### src/rtl/seq_sync_detector.sv
// Serial frame-pattern detector with HUNT/CONFIRM/LOCK sync tracking.
// Consumes one bit per enabled clock and counts matches and missed frame slots.
module seq_sync_detector #(
    parameter int                 PAT_LEN = 8,
    parameter logic [PAT_LEN-1:0] PATTERN = 8'b01011010,
    parameter int                 LOCK_N  = 3,
    parameter int                 LOSS_N  = 2,
    parameter int                 CNT_W   = 8
) (
    input  logic             clk,
    input  logic             rst_n,
    input  logic             din,
    input  logic             din_en,
    input  logic             cnt_clr,
    output logic             match,
    output logic             locked,
    output logic [1:0]       sync_state,
    output logic [CNT_W-1:0] match_cnt,
    output logic [CNT_W-1:0] err_cnt
);

    localparam int PH_W = $clog2(PAT_LEN);
    localparam int FL_W = $clog2(PAT_LEN + 1);
    localparam int CF_W = $clog2(LOCK_N + 1);
    localparam int MS_W = $clog2(LOSS_N + 1);

    typedef enum logic [1:0] {
        HUNT    = 2'b00,
        CONFIRM = 2'b01,
        LOCK    = 2'b10
    } state_t;

    state_t             r_state;
    logic [PAT_LEN-1:0] r_win;
    logic [FL_W-1:0]    r_fill;
    logic [PH_W-1:0]    r_phase;
    logic [CF_W-1:0]    r_conf;
    logic [MS_W-1:0]    r_miss;
    logic               r_match;
    logic [CNT_W-1:0]   r_match_cnt;
    logic [CNT_W-1:0]   r_err_cnt;

    logic [PAT_LEN-1:0] w_win_nxt;
    logic               w_fill_ok;
    logic               w_hit;
    logic               w_slot;
    logic               w_err;
    logic [CF_W-1:0]    w_conf_inc;
    logic [MS_W-1:0]    w_miss_inc;

    // The incoming bit counts toward both the window and the fill check.
    always_comb begin
        w_win_nxt  = {r_win[PAT_LEN-2:0], din};
        w_fill_ok  = (r_fill >= FL_W'(PAT_LEN - 1));
        w_hit      = din_en && w_fill_ok && (w_win_nxt == PATTERN);
        w_slot     = din_en && (r_phase == PH_W'(PAT_LEN - 1));
        w_err      = w_slot && !w_hit && (r_state == LOCK);
        w_conf_inc = r_conf + CF_W'(1);
        w_miss_inc = r_miss + MS_W'(1);
    end

    always_ff @(posedge clk or negedge rst_n) begin
        if (!rst_n) begin
            r_state <= HUNT;
            r_win   <= '0;
            r_fill  <= '0;
            r_phase <= '0;
            r_conf  <= '0;
            r_miss  <= '0;
            r_match <= 1'b0;
        end else begin
            r_match <= w_hit;
            if (din_en) begin
                r_win <= w_win_nxt;
                if (r_fill != FL_W'(PAT_LEN))
                    r_fill <= r_fill + FL_W'(1);
            end
            case (r_state)
                HUNT: begin
                    if (w_hit) begin
                        r_phase <= '0;
                        r_conf  <= CF_W'(1);
                        r_miss  <= '0;
                        r_state <= (LOCK_N <= 1) ? LOCK : CONFIRM;
                    end
                end
                CONFIRM: begin
                    if (w_slot) begin
                        r_phase <= '0;
                        if (w_hit) begin
                            r_conf <= w_conf_inc;
                            if (w_conf_inc >= CF_W'(LOCK_N)) begin
                                r_state <= LOCK;
                                r_miss  <= '0;
                            end
                        end else begin
                            r_state <= HUNT;
                            r_conf  <= '0;
                        end
                    end else if (din_en) begin
                        r_phase <= r_phase + PH_W'(1);
                    end
                end
                LOCK: begin
                    // Flywheel: the slot grid advances whether or not the slot hit.
                    if (w_slot) begin
                        r_phase <= '0;
                        if (w_hit) begin
                            r_miss <= '0;
                        end else if (w_miss_inc >= MS_W'(LOSS_N)) begin
                            r_state <= HUNT;
                            r_conf  <= '0;
                            r_miss  <= '0;
                        end else begin
                            r_miss <= w_miss_inc;
                        end
                    end else if (din_en) begin
                        r_phase <= r_phase + PH_W'(1);
                    end
                end
                default: begin
                    r_state <= HUNT;
                    r_phase <= '0;
                    r_conf  <= '0;
                    r_miss  <= '0;
                end
            endcase
        end
    end

    always_ff @(posedge clk or negedge rst_n) begin
        if (!rst_n) begin
            r_match_cnt <= '0;
            r_err_cnt   <= '0;
        end else begin
            if (cnt_clr)
                r_match_cnt <= '0;
            else if (w_hit && (r_match_cnt != '1))
                r_match_cnt <= r_match_cnt + CNT_W'(1);
            if (cnt_clr)
                r_err_cnt <= '0;
            else if (w_err && (r_err_cnt != '1))
                r_err_cnt <= r_err_cnt + CNT_W'(1);
        end
    end

    assign match      = r_match;
    assign locked     = (r_state == LOCK);
    assign sync_state = r_state;
    assign match_cnt  = r_match_cnt;
    assign err_cnt    = r_err_cnt;

endmodule

### config.mk
export PLATFORM = sky130hd
export DESIGN_NAME = seq_sync_detector
export DESIGN_NICKNAME = d
export VERILOG_FILES = /design/src/rtl/seq_sync_detector.sv
export SDC_FILE = /design/constraint.sdc
export NUM_CORES = 1
export LEC_CHECK = 0
export ABC_AREA = 1
export BUFFER_PORTS_ARGS = -buffer_cell sky130_fd_sc_hd__buf_4
export CORE_MARGIN = 1
export CORE_UTILIZATION = 25
export CTS_CLUSTER_DIAMETER = 30
export CTS_CLUSTER_SIZE = 24
export DETAILED_ROUTE_END_ITERATION = 7
export PLACE_DENSITY_LB_ADDON = 0.15
export SYNTH_ARGS = -nofsm -noshare
export SYNTH_HDL_FRONTEND = slang
export SYNTH_SLANG_ARGS = --single-unit
### constraint.sdc
create_clock -name clk -period 2.2 [get_ports clk]
set_input_delay 0 -clock clk [delete_from_list [all_inputs] [get_ports clk]]
set_output_delay 0 -clock clk [all_outputs]
set_load 0.02 [all_outputs]
Yosys cells after proc, flatten, opt, wreduce, memory -nomap -nowiden
Cells that the tools add are included.
{"block": "classes", "reduce_logical": 17, "muxes": 27, "n_addsub": 6, "magnitude_cmp": 3, "n_eq_ne": 16}
{"op": "two-way mux 2 bit", "count": 16}
{"op": "two-way mux 8 bit", "count": 4}
{"op": "case mux 2 bit (3 select lines)", "count": 3}
{"op": "adder 8 x 1 -> 8 bit (second input constant)", "count": 2}
{"op": "inequality test 8 bit (second input constant)", "count": 2}
{"op": "inequality test 2 bit (second input constant)", "count": 5}
{"op": "AND reduction 5 bit", "count": 2}
{"op": "two-way mux 3 bit", "count": 3}
{"op": "== test 8 x 7 -> 1 bit (second input constant)", "count": 1}
{"op": "logical AND 1 bit", "count": 7}
{"op": "case mux 3 bit (2 select lines)", "count": 1}
{"op": "AND reduction 6 bit", "count": 1}
{"op": "adder 2 x 1 -> 2 bit (second input constant)", "count": 2}
{"op": "adder 4 x 1 -> 4 bit (second input constant)", "count": 1}
{"op": ">= comparator 2 bit (second input constant)", "count": 2}
{"op": ">= comparator 4 x 3 -> 1 bit (second input constant)", "count": 1}
{"op": "inequality test 2 x 1 -> 1 bit (second input constant)", "count": 2}
{"op": "inequality test 4 bit (second input constant)", "count": 1}
{"op": "AND reduction 2 bit", "count": 2}
{"op": "nonzero test 2 bit", "count": 2}
{"op": "adder 3 x 1 -> 3 bit (second input constant)", "count": 1}
{"op": "== test 3 bit (second input constant)", "count": 1}
{"op": "inequality test 3 x 1 -> 1 bit (second input constant)", "count": 1}
{"op": "inequality test 3 bit (second input constant)", "count": 1}
{"op": "other kinds (5)", "count": 5}
{"block": "word_totals", "out_inout_bits": 20, "word_cells": 78, "reg_bits": 37, "inputBits": 5}

Depth between registers and ports, before layout
Gate-level depths: netlist of the first run.
{"block": "logic_depth", "ltp_word": 9, "ltp_mapped": 11, "depth_no_buf": 11}

Worst setup path before layout of the first run
Ideal clock, no wire load.
{"block": "synth_timing", "path_kind": "register to register", "start": "register r_state[0] (netlist: sync_state[0])", "end": "register r_err_cnt[0] (netlist: err_cnt[0])", "path_slack_ps": 617, "synth_period_minus_slack_ps": 1583, "stages_incl_launch_ff": 10, "setup_ps": 117, "required_time_ps": 2083, "arrival_ps": 1466, "path_cell_list": "dfrtp_1 -> inv_1 -> ha_1 -> nand2_1 -> nor2_1 -> nand2_2 -> inv_2 -> nand2_1 -> nand2_1 -> nor2_1"}
{"block": "synth_via", "elab_chain_cells": 4}
{"element": "start: declaration", "line": "33", "text": "state_t r_state;"}
{"element": "start signal: assignment", "line": "84", "text": "r_state <= (LOCK_N <= 1) ? LOCK : CONFIRM;"}
{"element": "== test 2 bit"}
{"element": "named net locked", "line": "16", "text": "output logic locked,"}
{"element": "logical AND 1 bit", "line": "57", "text": "w_err = w_slot && !w_hit && (r_state == LOCK);"}
{"element": "logical AND 1 bit", "line": "142", "text": "else if (w_err && (r_err_cnt != '1))"}
{"element": "nonzero test 2 bit (no line)"}
{"element": "end signal: assignment", "line": "143", "text": "r_err_cnt <= r_err_cnt + CNT_W'(1);"}
{"element": "end: declaration", "line": "41", "text": "logic [CNT_W-1:0] r_err_cnt;"}
The timed path passes the listed nets, and every way through them passes these cells.
A chain may end at the register's enable or synchronous reset.

Worst setup path in the final report of the first run
{"block": "layout_timing", "start": "register r_phase[0]", "end": "register r_err_cnt[0] (netlist: err_cnt[0])"}
{"block": "layout_via", "elab_chain_cells": 6}
{"element": "start: declaration", "line": "36", "text": "logic [PH_W-1:0] r_phase;"}
{"element": "start signal: assignment", "line": "101", "text": "r_phase <= r_phase + PH_W'(1);"}
{"element": "start signal: assignment", "line": "118", "text": "r_phase <= r_phase + PH_W'(1);"}
{"element": "== test 3 bit", "line": "56", "text": "w_slot = din_en && (r_phase == PH_W'(PAT_LEN - 1));"}
{"element": "logical AND 1 bit", "line": "56"}
{"element": "logical AND 1 bit (2 in a row)", "line": "57"}
{"element": "logical AND 1 bit", "line": "142"}
{"element": "nonzero test 2 bit (no line)"}
No other way between the ends.

==> summary by stage, run 1 <==
Floorplan
From left edge to right edge, the die measures 93.2 µm. For this configuration, the core starts out at a cell density of 0.264. The height of the chip is 93.2 µm.

The die area is 8690 µm². The floorplan has 32 rows. For this design the top-level I/O count stands at 25.

The area of the core is 7890 µm².

Clock network
The clock transition at the registers of the reported paths is 0.08 ns. In this run the deepest clock path goes through 2 buffers. The cell sitting at the root of the clock tree is a clkbuf_8. The number of clock sinks seen by CTS is 37.

The number of clock buffers inserted by TritonCTS is 5. In this run, post-CTS repair resized a total of 0 instances. The latest clock arrival within the worst-skew pair is 0.28 ns.

The H-tree was split into 2 levels. The TritonCTS clock tree is built.

GRT
For this run, the total global-route usage over all layers was measured as 0.108. The overflow left after global routing is 0. The global-route wire length before repair is 7.42 mm. Entering global routing, the biggest net connects 38 pins. The number of antenna violations at the first check in global routing is 0. The number of global-route vias before repair came to 1615.

Pwr
In this run the power density over the cells is 722 nW/µm². The cell leakage power is 1.24 nW. Summing internal, switching and leakage power gives 1.80 mW.

The maximum VDD drop is 0.000251 V.

Logic synthesis
The sequential share of the synthesized area is 0.445. The post-synthesis cell area is 2080 µm². Dividing the synthesized area by the synthesized cell count gives 7.82 µm².

Synthesis instantiated 24 different standard cells from the library. The total of flip-flops plus latches after synthesis is 37. The Yosys warning count is 0. The gate count of the mapped netlist is 266.

The synthesized netlist net count is 282.

Worst setup path
At the worst endpoint, the required time is 2.38 ns. The startpoint type of the worst setup path is a register. In this run the worst path has a maximum fanout of 9. The data arrival at the endpoint of the critical path is 1.83 ns. The type of the worst setup path is reg2reg. The capturing element type of the critical path is a register. Setup slack on the worst reg-to-reg path comes out at 0.55 ns.

Final layout
The repair_antennas step left the layout with diodes totalling 0. Of the cells placed in the final design, the portion with a size suffix greater than 1 is 0.148. The layout has 833 filler cells.

The final layout net count is 313. The relative area change from synthesis to final layout is 20.0%. The library cells used most frequently in the layout, excluding fill and tap cells, are nand2_1 (73), dfrtp_1 (37), inv_1 (31). The area of combinational cells with multiple inputs is 1010 µm². Leaving out fill and tap cells, the most frequent cell in the layout is nand2_1.

The sequential cells in the finished layout cover a total of 926 µm².

Timing
The highest clock frequency the design can meet is 0.607 GHz. Of the available clock period, the critical path in the final layout requires 0.748. The summed negative setup slack over all endpoints is 0 ns. Setup repair after global routing left no endpoint under its margin.

Setup violations remaining at the end of the flow were counted as 0. The hold violation count in the final report was 0. The worst relative slew slack is 0.580.

The final count of pins violating max slew came to 0. At the pin with the least slew margin, the transition time is 0.629 ns. The worst path in the final design needs a cycle of 1.65 ns, including I/O delays and setup.

The worst clock skew is 0.0109 ns.

Job
The count of max-cap constraint violations is 0.

Worst hold path
The min-delay analysis places its worst path in the category in2reg.

Placed design
Routability-driven placement finished with a final weighted congestion of 0.736. Detailed placement ended at an HPWL of 3.08 mm. The count of buffers added on input and output ports is 24.

Routing
The average wire per standard cell is 10.7 µm. After the first detailed-routing iteration, the DRC count stood at 72. The first detailed-routing pass ran for 4 iterations.

The overall via count from detail_route is 1710. Using the TritonRoute via totals, the vias-per-cell ratio works out to 4.29. The sum of routed wire length over all layers is 4.26 mm. The remaining number of nets flagged by the antenna check after routing is 0. The remaining routing DRC violations is 0.

Status
The run finished with clean final reports.
[metrics by stage]
| step | instances | setup slack, ns | utilization | area [µm²] | hold WS, ns |
|---|---|---|---|---|---|
| after floorplan | 266 | 0.617 | - | 2080 | -0.296 |
| after global routing | 399 | 0.360 | 0.316 | 2500 | 0.0599 |
| after global placement | 389 | 0.583 | 0.301 | 2380 | 0.0124 |
| final | 399 | 0.554 | 0.316 | 2500 | 0.0328 |
| after CTS | 399 | 0.544 | 0.316 | 2500 | 0.0240 |
| after detailed placement | 389 | 0.554 | 0.301 | 2380 | 0.00949 |
[state kept, by name, indices dropped and copies added, names as in the netlist]
name        flops
match_cnt       8
sync_state      2
r_miss          2
r_win           7
r_phase         3
r_fill          4
err_cnt         8
match           1
r_conf          2
[synth_stat cells (all sizes together)]
library cell  count  share of area
a21o              1         0.0036
a21oi             3          0.013
and2              1         0.0030
clkbuf            3         0.0054
dfrtp            37           0.45
ha               11          0.066
inv              35          0.063
nand2            77           0.14
nand3            26          0.065
nand3b            4          0.014
nand4             7          0.021
nor2             30          0.063
nor3              1         0.0024
o21ai            19          0.046
o21bai            1         0.0036
xnor2             1         0.0042
xor2              9          0.038
[area by class of cell]
cell class / instances / share of cell area
clock buffers: 6 / 0.0331
clock inverters: 1 / 0.00301
inverters: 35 / 0.0526
multi-input cells: 191 / 0.405
flip-flops and latches: 37 / 0.371
well taps: 102 / 0.0511
repair buffers: 27 / 0.0842
[report_power, final]
group	internal (mW)	total (mW)	switching (mW)
Combinational	0.176	0.469	0.293
Sequential	0.771	0.844	0.0728
Clock	0.248	0.489	0.241
[critical path: stages, from the launching register on]
cell     delay, ns
dfrtp_1       0.37
ha_1          0.16
ha_1          0.14
nand2_1       0.11
inv_1         0.12
nand2_1       0.07
nor2_1        0.13
nand2_2       0.12
inv_2         0.16
nand2_1       0.07
nand2_1       0.06
nor2_1        0.04
[per-layer routing]
metal	vias up	GRT usage	routed length [µm]
met5	-	0	0
met4	0	0.0269	25
met3	4	0.0285	186
met2	30	0.165	1810
met1	771	0.152	2250
li1	905	-	-
[worst paths after layout]
kind / start / endpoint / cells past startpoint
worst max-delay path: r_phase[0]$_DFFE_PN0P_ / err_cnt[0]$_DFFE_PN0P_ / 11
worst min-delay path: din_en / r_win[1]$_DFFE_PN0P_ / 2
worst max register to register: r_phase[0]$_DFFE_PN0P_ / err_cnt[0]$_DFFE_PN0P_ / 11
worst min register to register: r_miss[0]$_DFFE_PN0P_ / r_miss[0]$_DFFE_PN0P_ / 2
max in group asynchronous: rst_n / r_miss[0]$_DFFE_PN0P_ / 2
min in group asynchronous: rst_n / match_cnt[3]$_DFFE_PN0P_ / 2
[logic make-up (layout without fill, tap and decap cells)]
group                      Yosys count  in the layout  synth area share
buffers and inverters               38             69            0.0686
xor gates and xnor gates            10             10            0.0421
and+or+nand+nor                    146            146             0.312
DFF                                 37             37             0.445
adders and majority gates           11             11            0.0662
AOI/OAI and AO/OA                   24             24            0.0656
[repair_timing]
action,4_1_cts,5_1_grt
endpoints found under the hold margin,39,0
setup buffers,0,0
hold buffers,3,0
(Power assumes the default switching activity.)
==> run 2, diff against run 1 <==
==> constraint.sdc (replaced) <==
create_clock -name clk -period 1.4 [get_ports clk]
set_input_delay 0 -clock clk [delete_from_list [all_inputs] [get_ports clk]]
set_output_delay 0 -clock clk [all_outputs]
set_load 0.02 [all_outputs]
==> run 2 against run 1 <==
Effect of this change:
- the flow now finishes with violations (negative setup slack)
- sequential power increased by 58%
- clock-buffer cell count is 1 higher
- clock skew decreased by 0.0016 ns
- utilization grew 7.5 points
- flip-flop and latch count stayed put
- final cell count up 11%
- cell area up 24%
- via count up 11%
- wire length rose by 9.0%
- power is 89% higher
- combinational power up 140%
- critical path type unchanged
- highest routed layer unchanged
==> summary by stage, run 2 (synthesis results as in run 1) <==
Status
The flow ran to the end, but the final reports show violations. The checks that failed: negative setup slack.

Pwr
In this run the static leakage power is 1.48 nW. Across the VDD grid, the largest voltage drop is 0.000439 V. Total power for the finished layout comes to 3.41 mW.

The power density normalized to cell area is 1100 nW/µm².

Floorplan
The die is 93.2 µm wide. The floorplan step defined a core boundary enclosing 7890 µm². The die area is 8690 µm².

Pin placement for this block handled 25 I/O pins. The height of the chip is 93.2 µm. The initial cell density of the core is 0.264. The standard-cell row count is 32.

Final layout
The finished layout cell area is 3090 µm². The relative area change from synthesis to final layout is 48.5%. The share of post-route cells with drive strength above 1 is 0.381.

The share of the core filled with cells is 0.391. In the layout the commonest cells are nand2_1 (62), buf_4 (62), dfrtp_1 (32). For this run, the post-layout net count is 356. Excluding fillers, the count of instances in the completed layout stands at 443. The count of antenna diodes in the layout is 0.

Worst setup path
The worst setup path is of the reg2reg kind. The startpoint type of the worst setup path is a register. The number of cells on the worst reg-to-reg path is 9. The most numerous cell type found on the critical path is nand2_2.

In this run the critical register-to-register path is launched from r_fill[1]$_DFFE_PN0P_. The capturing element type of the critical path is a register. The slowest stage cell on the critical path is dfrtp_1. The required time of the worst setup path is 1.58 ns. Traced cell by cell, the critical path runs through ha_4 > nand2_1 > nand2_2 > nand2_2 > nor2_4 > nand2_1 > nand2_2 > nand3_2 > and2_4.

The longest individual stage delay on the worst path is 0.41 ns. In this run the worst path has a maximum fanout of 6. In this run the critical register-to-register path is captured at r_miss[1]$_DFFE_PN0P_. The setup check on the worst reg-to-reg path leaves a slack of -0.13 ns. At the worst endpoint, the arrival time is 1.71 ns.

Routing
The overall via count from detail_route is 1905. For this block, the routed nets add up to 4.65 mm of wire. The starting DRC count in detailed routing is 52. The via-per-instance ratio is 4.30.

For this run, design rule violations remaining after detail routing come to 0. Dividing the detail-routed wire length by the instance count gives 10.5 µm. The pre-antenna-repair detailed-routing pass consisted of 4 iterations.

The detail route stage leaves a number of antenna-violating nets equal to 0.

Timing
In the post-route analysis, the smallest setup slack over all paths is -0.129 ns. The highest clock frequency the design can meet is 0.654 GHz. The final count of pins violating max slew is 0. Setup violations remaining at the end of the flow were counted as 25.

The worst clock skew is 0.00928 ns. For the pin with the worst max-slew slack, the measured transition is 0.497 ns. The hold violation count in the final report is 0. In the finished design, the share of the clock period the worst path needs comes to 1.09. The worst relative slew slack is 0.669. Setup repair after global routing could not meet its margin everywhere.

The smallest clock period supported by the final layout is computed as 1.53 ns.

Clock network
The clock transition at the registers of the reported paths is 0.08 ns. The tree is rooted in a clkbuf_8. The TritonCTS clock tree is built.

CTS built an H-tree with a depth of 2. Counting along the longest clock path gives a buffer depth of 2. The number of clock sinks seen by CTS is 37.

The latest clock arrival within the worst-skew pair is 0.28 ns. Counting the buffers created by CTS gives 5.

GRT
The number of global-route vias before repair is 1721. The number of antenna violations at the first check in global routing is 0. The aggregate global-route resource usage is 0.117.

The first global-routing pass estimated 7.99 mm of wire. The overflow left after global routing is 0. The largest net degree at the start of global routing is 38.

Worst hold path
The worst hold path begins at din. The type of the most critical hold path is in2reg. The worst hold path terminates at match$_DFF_PN0_.

The worst hold path passes through 4 cells.

Placed design
Routability-driven placement finished with a final weighted congestion of 0.761. Buffers placed on the I/O ports in this run total 24. The total placed cells including tap cells is 426. The area after detailed placement is 2720 µm². Detailed placement ended at an HPWL of 3.38 mm.

Job
Across the run, the number of max-cap violations was 0.
## run 2: cell count changes in the layout (fill, tap and decap cells not counted), moves of 5 or more
cell	before	now
nand2_2	4	12
buf_4	24	62
dfrtp_1	37	32
dfrtp_2	0	5
nand3_1	25	15
nand3_2	1	10
nand2_1	73	62
o21ai_0	14	9
inv_1	31	26
## run 2: where the power goes
part | internal, mW | switching (mW) | total, mW
clock network | 0.581 | 0.375 | 0.956
registers | 1.21 | 0.113 | 1.33
logic | 0.530 | 0.598 | 1.13
total | 2.32 | 1.09 | 3.41
## run 2: critical path, delay by kind of cell, from the launching register on
kind / cells / cell delay, ns
adder cells (fa/ha/maj): 1 / 0.17
AND/OR/NAND/NOR: 8 / 0.86
flip-flops: 1 / 0.41
## run 2: area by class of cell
type,instances,area (µm²)
inverter,35,144
clock buffer,7,86.3
tap,102,128
sequential,37,932
timing repair buffer,70,561
multi-input combinational,191,1210
clock inverter,1,30.0
fill,794,4800
## run 2: metal layers
layer	vias to the layer above	track usage	share of wire
met2	23	0.177	0.46
met1	888	0.167	0.51
met3	2	0.0293	0.023
li1	992	-	-
met4	0	0.0269	0.0062
met5	-	0	0
## run 2: through the flow
| stage | TNS (ns) | setup slack [ns] | hold WS [ns] |
|---|---|---|---|
| final | -1.57 | -0.129 | 0.0384 |
| after global routing | -4.44 | -0.240 | 0.0374 |
| after floorplan | -0.0207 | -0.0207 | -0.296 |
| after CTS | -2.06 | -0.139 | 0.0269 |
| after global placement | -2.17 | -0.170 | 0.0113 |
| after detailed placement | -2.56 | -0.167 | 0.0143 |
## run 2: repair_timing
item / in CTS / in global routing
pin swaps: 8 / 16
setup endpoints to repair: 25 / 26
hold endpoints to repair: 41 / 0
setup buffers: 2 / 5
resized for setup: 14 / 34
hold buffers: 3 / 0
## run 2: worst max path at each step
stage	cells after the start	endpoint	startpoint
2_1_floorplan	11	err_cnt[0]$_DFFE_PN0P_	err_cnt[0]$_DFFE_PN0P_
3_3_place_gp	9	sync_state[1]$_DFFE_PN0P_	r_fill[0]$_DFFE_PN0P_
3_5_place_dp	9	sync_state[1]$_DFFE_PN0P_	r_fill[0]$_DFFE_PN0P_
4_1_cts	9	r_miss[1]$_DFFE_PN0P_	r_fill[0]$_DFFE_PN0P_
5_1_grt	9	r_miss[1]$_DFFE_PN0P_	r_fill[1]$_DFFE_PN0P_
6_report	9	r_miss[1]$_DFFE_PN0P_	r_fill[1]$_DFFE_PN0P_
==> run 3, diff against run 2 <==
--- a/config.mk
+++ b/config.mk
@@ -13,6 +13,7 @@
 export CTS_CLUSTER_SIZE = 24
 export DETAILED_ROUTE_END_ITERATION = 7
 export PLACE_DENSITY_LB_ADDON = 0.15
+export SLEW_MARGIN = 20
 export SYNTH_ARGS = -nofsm -noshare
 export SYNTH_HDL_FRONTEND = slang
 export SYNTH_SLANG_ARGS = --single-unit
==> constraint.sdc (replaced) <==
create_clock -name clk -period 1.23 [get_ports clk]
set_input_delay 0 -clock clk [delete_from_list [all_inputs] [get_ports clk]]
set_output_delay 0 -clock clk [all_outputs]
set_load 0.02 [all_outputs]
==> run 3 against run 2 <==
Effect of this change:
- the run still ends with negative setup slack left
- power grew 23%
- clock skew grew 0.0051 ns
- wire length grew 12%
- setup slack lost 0.16 ns
- critical path depth grew 1
- flip-flop and latch count is the same
- maximum frequency grew 0.46%
- cell area grew 9.2%
- clock-buffer cell count shrank 2
- hold slack lost 0.024 ns
- non-clock buffer count grew 19
- global-route usage grew 1.4 points
- largest power group is now combinational logic
==> summary by stage, run 3 (synthesis results as in run 1) <==
Status
The flow ran to the end, but the final reports show violations. The final reports fail on negative setup slack.

Routing
Dividing the detail-routed via count by the number of cells gives 4.30. The first-pass iteration count of the detailed router is 6. The starting DRC count in detailed routing is 25. The remaining number of nets flagged by the antenna check after routing is 0. The overall via count from detail_route is 1993.

The sum of routed wire length over all layers is 5.19 mm. In the routed design, unresolved DRC markers number 0. After detailed routing, the average wire length per cell comes to 11.2 µm.

Placed design
The total placed cells including tap cells is 439. The half-perimeter wire length of the detailed placement result is 3.70 mm. During placement, the flow inserted port buffers numbering 24.

The final weighted congestion in routability-driven placement is 0.731.

Clock network
The number of clock sinks seen by CTS is 37. The clock transition at the registers of the reported paths is 0.09 ns. The TritonCTS clock tree is built. The tree is rooted in a clkbuf_8. The number of clock buffers inserted by TritonCTS is 5. In this run the deepest clock path goes through 2 buffers. In this run the number of H-tree levels came out at 2. The latest clock arrival within the worst-skew pair is 0.30 ns.

Floorplan
The number of primary I/O pins is 25. The standard-cell row count is 32. Measured along the x axis, the die boundary spans 93.2 µm. The die is 93.2 µm tall.

The die covers 8690 µm². The area of the core is 7890 µm². The initial cell density of the core is 0.264.

Worst hold path
The type of the most critical hold path is in2reg. The number of cells on the worst hold path is 4.

Worst setup path
Walking the worst path, the cells encountered are ha_4 > nand2_2 > nand2_2 > nand2_2 > nor2_4 > buf_6 > buf_6 > o21ai_4 > nand2_1 > o21ai_1. The slowest stage of the critical path is the dfrtp_1 cell. The cell occurring most often along the worst timing path is nand2_2. The capturing element type of the critical path is a register. In this design, the stage delay of the slowest critical-path cell is 0.42 ns. The required time of the worst setup path is 1.45 ns. STA classifies the critical path startpoint as a register. The worst setup path is of the reg2reg kind. The count of cells along the worst register-to-register path is 10.

The largest fanout on the critical path is 6. The data arrival at the endpoint of the critical path is 1.74 ns.

Timing
The highest clock frequency the design can meet is 0.657 GHz. The final worst setup slack is -0.292 ns. The clock arrives with 0.0144 ns of skew. The hold violation count in the final report is 0.

Setup repair after global routing could not meet its margin everywhere. The part of the cycle the worst path needs is 1.24. Setup violations remaining at the end of the flow were counted as 27. The smallest clock period supported by the final layout is computed as 1.52 ns. At the pin with the least slew margin, the transition time is 0.499 ns. The final count of pins violating max slew is 0. In this run the tightest slew margin relative to its limit is 0.668.

GRT
The first global-routing pass estimated 9.04 mm of wire. For this run, the total global-route usage over all layers was measured as 0.131. Entering global routing, the biggest net connects 38 pins. The number of global-route vias before repair is 2041. The number of antenna violations at the first check in global routing is 0. The total overflow left after global routing is 0.

Final layout
The relative area change from synthesis to final layout is 62.2%. The final layout net count is 376. The library cells used most frequently in the layout, excluding fill and tap cells, are buf_4 (77), nand2_1 (53), dfrtp_1 (30). Leaving out fill and tap cells, the most frequent cell in the layout is buf_4. The repair_antennas step left the layout with diodes totalling 0.

The number of standard cells in the final layout excluding fillers is 463. For this run, the share of the core covered by cells in the final layout is 0.428. Counting the fill cells in the layout gives 787. Of the cells placed in the final design, the portion with a size suffix greater than 1 is 0.496.

Pwr
Power spread over the standard cell area amounts to 1250 nW/µm². IR analysis of the VDD net gives a maximum drop of 0.000662 V. In this run the static leakage power is 1.60 nW.

Job
Max-cap violations in this run came to 0.
-- run 3: cell types whose count changed in the layout (fill, tap and decap cells not counted), moves of 4 or more --
cell     delta
nand2_1     -9
inv_4       +4
buf_4      +15
nand2_4     +4
ha_1        -5
nand2_2     +6
buf_6       +5
-- run 3: repair_timing --
item / CTS / global route
gates resized for setup: 38 / 33
gates cloned: 0 / 1
hold buffers: 3 / 0
endpoints found under the hold margin: 41 / 0
endpoints found under the setup margin: 27 / 28
buffers inserted: 8 / 7
pin swaps: 28 / 28
-- run 3: worst paths after layout --
path	to	from	slack, ns
max reg2reg	r_phase[1]$_DFFE_PN0P_	r_fill[0]$_DFFE_PN0P_	-0.29
max	r_phase[1]$_DFFE_PN0P_	r_fill[0]$_DFFE_PN0P_	-0.29
min reg2reg	r_miss[0]$_DFFE_PN0P_	r_miss[0]$_DFFE_PN0P_	0.48
max in group asynchronous	sync_state[0]$_DFFE_PN0P_	rst_n	0.64
min in group asynchronous	match_cnt[4]$_DFFE_PN0P_	rst_n	0.19
min	match$_DFF_PN0_	din	0.01
-- run 3: through the flow --
step | area (µm²) | total power [mW] | worst slack (ns) | hold WS, ns | setup TNS, ns
global route | 3370 | 4.50 | -0.383 | 0.0323 | -7.61
CTS | 3180 | 4.09 | -0.271 | 0.0176 | -5.41
finish | 3370 | 4.20 | -0.292 | 0.0143 | -5.16
global placement | 2870 | 2.78 | -0.328 | 0.00907 | -5.38
detailed placement | 2870 | 2.80 | -0.309 | 0.0103 | -5.95
floorplan | 2200 | 2.23 | -0.191 | -0.296 | -2.59
-- run 3: power by group --
| part | internal (mW) | leakage [nW] | switching, mW |
|---|---|---|---|
| sequential | 1.38 | 0.481 | 0.137 |
| clock | 0.608 | 0.0543 | 0.500 |
| combinational | 0.774 | 1.06 | 0.798 |
| total | 2.76 | 1.60 | 1.44 |
-- run 3: cell type report --
type | count | area, µm² | share of cell area
repair buffers | 89 | 709 | 0.210
clock inverters | 3 | 46.3 | 0.0137
inverters | 35 | 149 | 0.0441
repair inverters | 1 | 7.51 | 0.00223
multi-input cells | 191 | 1330 | 0.394
clock buffers | 5 | 68.8 | 0.0204
well taps | 102 | 128 | 0.0378
flip-flops and latches | 37 | 935 | 0.277
-- run 3: routing by layer --
metal	vias to the layer above	GRT usage	share of wire
met2	24	0.223	0.47
met3	7	0.0268	0.030
li1	1044	-	-
met4	0	0.0385	0.011
met5	-	0	0
met1	918	0.167	0.49
-- run 3: critical path, delay by kind of cell, from the launching register on --
family                     cells  cell delay, ns
AOI/OAI and AO/OA              2            0.29
adders and majority gates      1            0.19
buffers and inverters          2            0.22
DFF                            1            0.42
and+or+nand+nor                5            0.33
